===== config.mk =====
export PLATFORM = sky130hd
export DESIGN_NAME = mips16_seq_ctrl
export DESIGN_NICKNAME = d
export VERILOG_FILES = /design/src/rtl/mips16_pkg.sv /design/src/rtl/mips16_seq_ctrl_mem_wait_timer.sv /design/src/rtl/mips16_seq_ctrl.sv
export SDC_FILE = /design/constraint.sdc
export NUM_CORES = 1
export LEC_CHECK = 0
export ABC_AREA = 1
export BUFFER_PORTS_ARGS = -buffer_cell sky130_fd_sc_hd__buf_4
export CORE_MARGIN = 2
export CORE_UTILIZATION = 46
export CTS_BUF_LIST = sky130_fd_sc_hd__clkbuf_4
export CTS_CLUSTER_DIAMETER = 150
export CTS_CLUSTER_SIZE = 12
export DETAILED_ROUTE_END_ITERATION = 12
export HOLD_SLACK_MARGIN = 0.15
export PLACE_DENSITY = 0.8
export SYNTH_ARGS = -nofsm -noshare
export SYNTH_HDL_FRONTEND = slang
export SYNTH_SLANG_ARGS = --single-unit

===== constraint.sdc =====
create_clock -name clk -period 1.5 [get_ports clk]
set_clock_uncertainty 0.15 [all_clocks]
set_input_delay 0.075 -clock clk [delete_from_list [all_inputs] [get_ports clk]]
set_output_delay 0.075 -clock clk [all_outputs]
set_load 0.01 [all_outputs]

===== src/rtl/mips16_pkg.sv =====
// Shared encodings for the mips16 sequencer and datapath: opcodes, states, ALU ops, mux selects.
package mips16_pkg;

    typedef enum logic [2:0] {
        OP_ADD  = 3'b000,
        OP_ADDI = 3'b001,
        OP_NAND = 3'b010,
        OP_LUI  = 3'b011,
        OP_SW   = 3'b100,
        OP_LW   = 3'b101,
        OP_BNE  = 3'b110,
        OP_JALR = 3'b111
    } opcode_t;

    typedef enum logic [2:0] {
        ST_IDLE   = 3'd0,
        ST_FETCH  = 3'd1,
        ST_DECODE = 3'd2,
        ST_EXEC   = 3'd3,
        ST_MEM    = 3'd4,
        ST_WB     = 3'd5,
        ST_ERROR  = 3'd7
    } state_t;

    typedef logic [3:0] alu_op_t;
    localparam alu_op_t ALU_ADD  = 4'b0000;
    localparam alu_op_t ALU_ADDI = 4'b0001;
    localparam alu_op_t ALU_NAND = 4'b0010;
    localparam alu_op_t ALU_LUI  = 4'b0011;
    localparam alu_op_t ALU_SWA  = 4'b0100;
    localparam alu_op_t ALU_LWA  = 4'b0101;
    localparam alu_op_t ALU_SUB  = 4'b0110;

    localparam logic [1:0] PC_INC = 2'b00;
    localparam logic [1:0] PC_BR  = 2'b01;
    localparam logic [1:0] PC_REG = 2'b10;

    localparam logic [1:0] WB_ALU = 2'b00;
    localparam logic [1:0] WB_MEM = 2'b01;
    localparam logic [1:0] WB_PC  = 2'b10;

    function automatic alu_op_t alu_op_of(opcode_t op);
        case (op)
            OP_ADDI: return ALU_ADDI;
            OP_NAND: return ALU_NAND;
            OP_LUI:  return ALU_LUI;
            OP_SW:   return ALU_SWA;
            OP_LW:   return ALU_LWA;
            OP_BNE:  return ALU_SUB;
            default: return ALU_ADD;
        endcase
    endfunction

    function automatic logic alu_src_of(opcode_t op);
        return (op == OP_ADDI) || (op == OP_LUI) || (op == OP_SW) || (op == OP_LW);
    endfunction

endpackage


===== src/rtl/mips16_seq_ctrl_mem_wait_timer.sv =====
// Counts unacknowledged memory request cycles; expired marks the last cycle an ack may still arrive.
module mem_wait_timer #(
    parameter int MEM_TIMEOUT = 15
) (
    input  logic clk,
    input  logic rst,
    input  logic clr,
    input  logic en,
    output logic expired
);
    localparam int W = (MEM_TIMEOUT > 1) ? $clog2(MEM_TIMEOUT) : 1;

    logic [W-1:0] cnt_q, cnt_d;

    always_comb begin
        cnt_d = cnt_q;
        if (clr)     cnt_d = '0;
        else if (en) cnt_d = cnt_q + 1'b1;
    end

    always_ff @(posedge clk) begin
        if (rst) cnt_q <= '0;
        else     cnt_q <= cnt_d;
    end

    assign expired = (cnt_q == W'(MEM_TIMEOUT - 1));
endmodule


===== src/rtl/mips16_seq_ctrl.sv =====
// Multi-cycle FETCH/DECODE/EXEC/MEM/WB sequencer with memory watchdog and retire counter.
module mips16_seq_ctrl
    import mips16_pkg::*;
#(
    parameter int MEM_TIMEOUT = 15,
    parameter int CNT_W       = 16
) (
    input  logic             clk,
    input  logic             rst,
    input  logic             run,
    input  logic [2:0]       opcode,
    input  logic             alu_zero,
    input  logic             mem_ack,
    output logic             ir_we,
    output logic             pc_we,
    output logic [1:0]       pc_src,
    output logic             reg_we,
    output logic [1:0]       wb_src,
    output logic [3:0]       alu_op,
    output logic             alu_src,
    output logic             mem_req,
    output logic             mem_we,
    output logic             mem_sel,
    output logic [2:0]       state,
    output logic [CNT_W-1:0] instr_count,
    output logic             bus_err
);
    state_t           state_q, state_d;
    logic [CNT_W-1:0] cnt_q;
    logic             bus_err_q;
    logic             retire, tmr_en, tmr_exp;
    opcode_t          op;

    assign op = opcode_t'(opcode);

    // Any state change clears the timer, which covers every entry into FETCH and MEM.
    mem_wait_timer #(.MEM_TIMEOUT(MEM_TIMEOUT)) u_timer (
        .clk     (clk),
        .rst     (rst),
        .clr     (state_d != state_q),
        .en      (tmr_en),
        .expired (tmr_exp)
    );

    always_comb begin
        state_d = state_q;
        retire  = 1'b0;
        tmr_en  = 1'b0;
        ir_we   = 1'b0;
        pc_we   = 1'b0;
        pc_src  = PC_INC;
        reg_we  = 1'b0;
        wb_src  = WB_ALU;
        alu_op  = ALU_ADD;
        alu_src = 1'b0;
        mem_req = 1'b0;
        mem_we  = 1'b0;
        mem_sel = 1'b0;
        case (state_q)
            ST_IDLE: if (run) state_d = ST_FETCH;
            ST_FETCH: begin
                mem_req = 1'b1;
                if (mem_ack) begin
                    ir_we   = 1'b1;
                    pc_we   = 1'b1;
                    state_d = ST_DECODE;
                end else if (tmr_exp) state_d = ST_ERROR;
                else                  tmr_en  = 1'b1;
            end
            ST_DECODE: state_d = ST_EXEC;
            ST_EXEC: begin
                alu_op  = alu_op_of(op);
                alu_src = alu_src_of(op);
                case (op)
                    OP_SW, OP_LW: state_d = ST_MEM;
                    OP_BNE: begin
                        pc_we  = !alu_zero;
                        pc_src = PC_BR;
                        retire = 1'b1;
                    end
                    OP_JALR: begin
                        reg_we = 1'b1;
                        wb_src = WB_PC;
                        pc_we  = 1'b1;
                        pc_src = PC_REG;
                        retire = 1'b1;
                    end
                    default: state_d = ST_WB;
                endcase
            end
            ST_MEM: begin
                mem_req = 1'b1;
                mem_sel = 1'b1;
                mem_we  = (op == OP_SW);
                alu_op  = alu_op_of(op);
                alu_src = alu_src_of(op);
                if (mem_ack) begin
                    if (op == OP_SW) retire  = 1'b1;
                    else             state_d = ST_WB;
                end else if (tmr_exp) state_d = ST_ERROR;
                else                  tmr_en  = 1'b1;
            end
            ST_WB: begin
                reg_we  = 1'b1;
                wb_src  = (op == OP_LW) ? WB_MEM : WB_ALU;
                alu_op  = alu_op_of(op);
                alu_src = alu_src_of(op);
                retire  = 1'b1;
            end
            ST_ERROR: state_d = ST_ERROR;
            default:  state_d = ST_IDLE;
        endcase
        if (retire) state_d = run ? ST_FETCH : ST_IDLE;
    end

    always_ff @(posedge clk) begin
        if (rst) begin
            state_q   <= ST_IDLE;
            cnt_q     <= '0;
            bus_err_q <= 1'b0;
        end else begin
            state_q <= state_d;
            if (retire)              cnt_q     <= cnt_q + 1'b1;
            if (state_d == ST_ERROR) bus_err_q <= 1'b1;
        end
    end

    assign state       = state_q;
    assign instr_count = cnt_q;
    assign bus_err     = bus_err_q;
endmodule


==> flow_metrics.py <==
metrics = {
    "route": {
        "highest_layer": "met4",
        "drc": 0,
        "firstDrtPassIters": 4,
        "wl_met3_um": 262,
        "via_per_inst": 5.18,
        "drt-met1-wl_um": 2220,
        "wl_met2_um": 3090,
        "drt_iter0_drc": 135,
        "antenna_left": 0,
        "wl_per_cell_um": 14.6,
        "vias": 2045,
        "wl_um": 5780,
    },
    "clock_tree": {
        "clock-sinks": 24,
        "clk_pin_slew_ns": 0.14,
        "clock_path_buffers": 2,
        "clk_latency_ns": 0.32,
        "cts_buffers": 3,
        "root_buffer": "clkbuf_4",
        "ctsHtreeMaxLevel": 1,
        "cts_tree": "built",
    },
    "sta": {
        "fin_crit_sh_pct": 117,
        "setup_ws_ns": -0.262,
        "max_freq_ghz": 0.568,
        "rsz0062_at_grt": "yes",
        "whs_ns": 0.182,
        "setup_viol": 37,
        "hold_viol_final": 0,
        "slew_viol_final": 0,
        "fin_crit_ns": 1.76,
    },
    "floorplanning": {
        "io_pins": 43,
        "fp.dieW_um": 64.4,
        "rows": 21,
        "die_area_um2": 4150,
        "start_util_pct": 49.2,
        "fp.coreArea_um2": 3420,
        "dieHeight_um": 64.4,
    },
    "setup_path": {
        "cp-start-kind": "flop",
        "cpPeakStageDelay_ns": 0.39,
        "crit_family": "buffers and inverters",
        "critPathSlowestCell": "dfxtp_4",
        "worstPathBufferInverterCount": 4,
        "cp_common_cell": "buf_6",
        "r2r_slack_ns": -0.24,
        "required_ns": 1.27,
        "crit_path_end_kind": "primary output",
        "worstReg2RegEnd": "u_timer.cnt_q[1]",
        "cp_max_fo": 4,
        "r2r_cells": 11,
        "path_cells": "buf_6, nor3_4, inv_2, buf_6, nor2_4, nor2_1, o21ai_1, buf_4",
        "cp.arrival_ns": 1.54,
        "r2r-start": "state[2]",
        "path_class": "flop to primary output",
    },
    "hold_path": {
        "hold_path_class": "input port to flop",
        "hold_depth": 7,
        "min_from": "mem_ack",
        "whs_endpoint": "instr_count[6]",
    },
    "placement": {
        "gp_congestion": 0.818,
        "place_hpwl_um": 3270,
        "portBuffers": 41,
        "dp_slack_ns": -0.164,
    },
    "yosys": {
        "syn_area_um2": 1680,
        "synth_top_cell_area_share_pct": 28.6,
        "avgSynthCellArea_um2": 6.72,
        "seq_area_frac_synth_pct": 28.6,
        "synth_area_leaders": "dfxtp_1 29%, nand2_1 12%, nor2_1 7.8%, inv_1 6.7%, nand3_1 4.8%",
        "synth_nets": 261,
        "async_flop_share_pct": 0,
        "synth_edf_count": 0,
        "synth_seq_cells": 24,
        "ys_warn_count": 0,
        "netlist_top_cells_count": "53 x nand2_1, 35 x nor2_1, 30 x inv_1",
        "synthCells": 250,
        "synth_most_common_cell": "nand2_1",
        "yosysTopAreaCell": "dfxtp_1",
        "synthFlopType": "dfxtp_1",
        "synthDistinctLibCells": 34,
    },
    "global_route": {
        "grt-ovfl-total": 0,
        "first_global_vias": 1835,
        "grt_max_degree": 15,
        "antenna_found_initial": 0,
        "grt_use_total_pct": 24.3,
        "grt_pass1_wl_um": 7960,
    },
    "power": {
        "leakagePower_nw": 1.35,
        "ir_drop_v": 0.000694,
        "powerDensity_nw_per_um2": 594,
    },
    "layout": {
        "drive_gt1_share_pct": 54.2,
        "multiInputGateArea_um2": 1240,
        "regArea_um2": 494,
        "n_antenna_cell": 0,
        "nets": 361,
        "fillers": 209,
        "area_growth_pct": 70.5,
    },
    "run_status": {
        "violations": "negative setup slack",
        "outcome": "finished, violations left",
    },
    "run": {
        "maxCapViolCount": 0,
    },
}
-- routing by layer --
layer | global-route usage (%) | up-vias
li1 | - | 985
met1 | 26.0 | 963
met2 | 46.6 | 76
met3 | 3.30 | 21
met4 | 11.4 | 0
met5 | 0 | -
-- power breakdown --
part	switching, mW	internal [mW]
Clock	0.206	0.270
Sequential	0.0185	0.649
Combinational	0.294	0.263
-- sequential cells by signal (all words and copies together) (netlist names) --
signal,flops
instr_count,16
u_timer.cnt_q,4
state,3
bus_err,1
-- final cells by class --
cell class | count | area share, %
Multi-Input combinational cell | 182 | 43.2
Timing Repair Buffer | 102 | 30.2
Sequential cell | 24 | 17.2
Inverter | 37 | 5.46
Tap cell | 46 | 2.01
Clock inverter | 1 | 1.05
Clock buffer | 3 | 0.786
-- per-stage QoR --
stage	power [mW]	setup TNS [ns]	area [um^2]	std cells	util [%]
after global placement	1.03	-0.862	2300	367	67.2
final	1.70	-5.99	2870	395	83.9
after floorplan	0.894	-0.354	1710	250	-
after detailed placement	1.04	-1.40	2300	367	67.2
after global routing	1.75	-8.93	2870	395	83.9
after CTS	1.58	-4.10	2610	386	76.4
-- layout by cell type, fill, tap and decap left out, types with 2 or more instances in the layout --
master,Yosys,routed
inv_2,4,4
a21oi_2,0,6
buf_4,1,77
dfxtp_1,24,19
nor2_2,3,8
inv_1,30,29
nand2_1,53,41
o21ai_1,7,4
xnor2_1,3,3
nor2_4,5,13
dfxtp_4,0,3
clkbuf_4,0,3
nand2_8,1,2
xor2_1,3,3
nand2_2,5,12
nor3_1,5,4
dfxtp_2,0,2
nand3_2,4,9
inv_4,2,2
nand3_1,16,9
nor2_1,35,22
o21a_1,2,2
nand3_4,0,2
nand4_1,4,4
a211oi_1,2,2
dlygate4sd3_1,0,2
nor3_2,1,2
ha_1,3,3
o21ai_2,0,7
nand2_4,4,8
a21oi_1,15,9
buf_6,3,22
-- worst max path at each step --
stage          cells past startpoint                to  startpoint  slack (ns)
6_report                           8             pc_we    state[2]       -0.26
5_1_grt                           13  u_timer.cnt_q[0]    state[1]       -0.37
3_3_place_gp                      10  u_timer.cnt_q[0]    state[2]       -0.12
3_5_place_dp                      10  u_timer.cnt_q[3]    state[2]       -0.16
2_1_floorplan                     11   instr_count[11]    state[1]       -0.06
4_1_cts                            8             pc_we    state[2]       -0.22
-- logic make-up after synthesis --
family                     Yosys count  synth area share, %
other                                1                0.223
buffers and inverters               44                 12.1
xor gates and xnor gates             6                 3.13
DFF                                 24                 28.6
AOI/OAI and AO/OA                   32                 10.3
and+or+nand+nor                    140                 43.5
adders and majority gates            3                 2.23
-- tightest hold or removal path, cell delays in order --
cell and delay (ns):
buf_4 0.13, nand3_2 0.10, nand2_4 0.09, nand2_4 0.07, nor2_4 0.04, nand2_2 0.06
a21oi_1 0.06
-- timing repair --
action                                 4_1_cts  5_1_grt
hold buffers                                 2        0
setup endpoints to repair                   32       38
buffers inserted                            13        9
resized for setup                           39       53
endpoints found under the hold margin       10        0
pin swaps                                   15       24
Note: power is estimated with default switching activity, not from simulation.
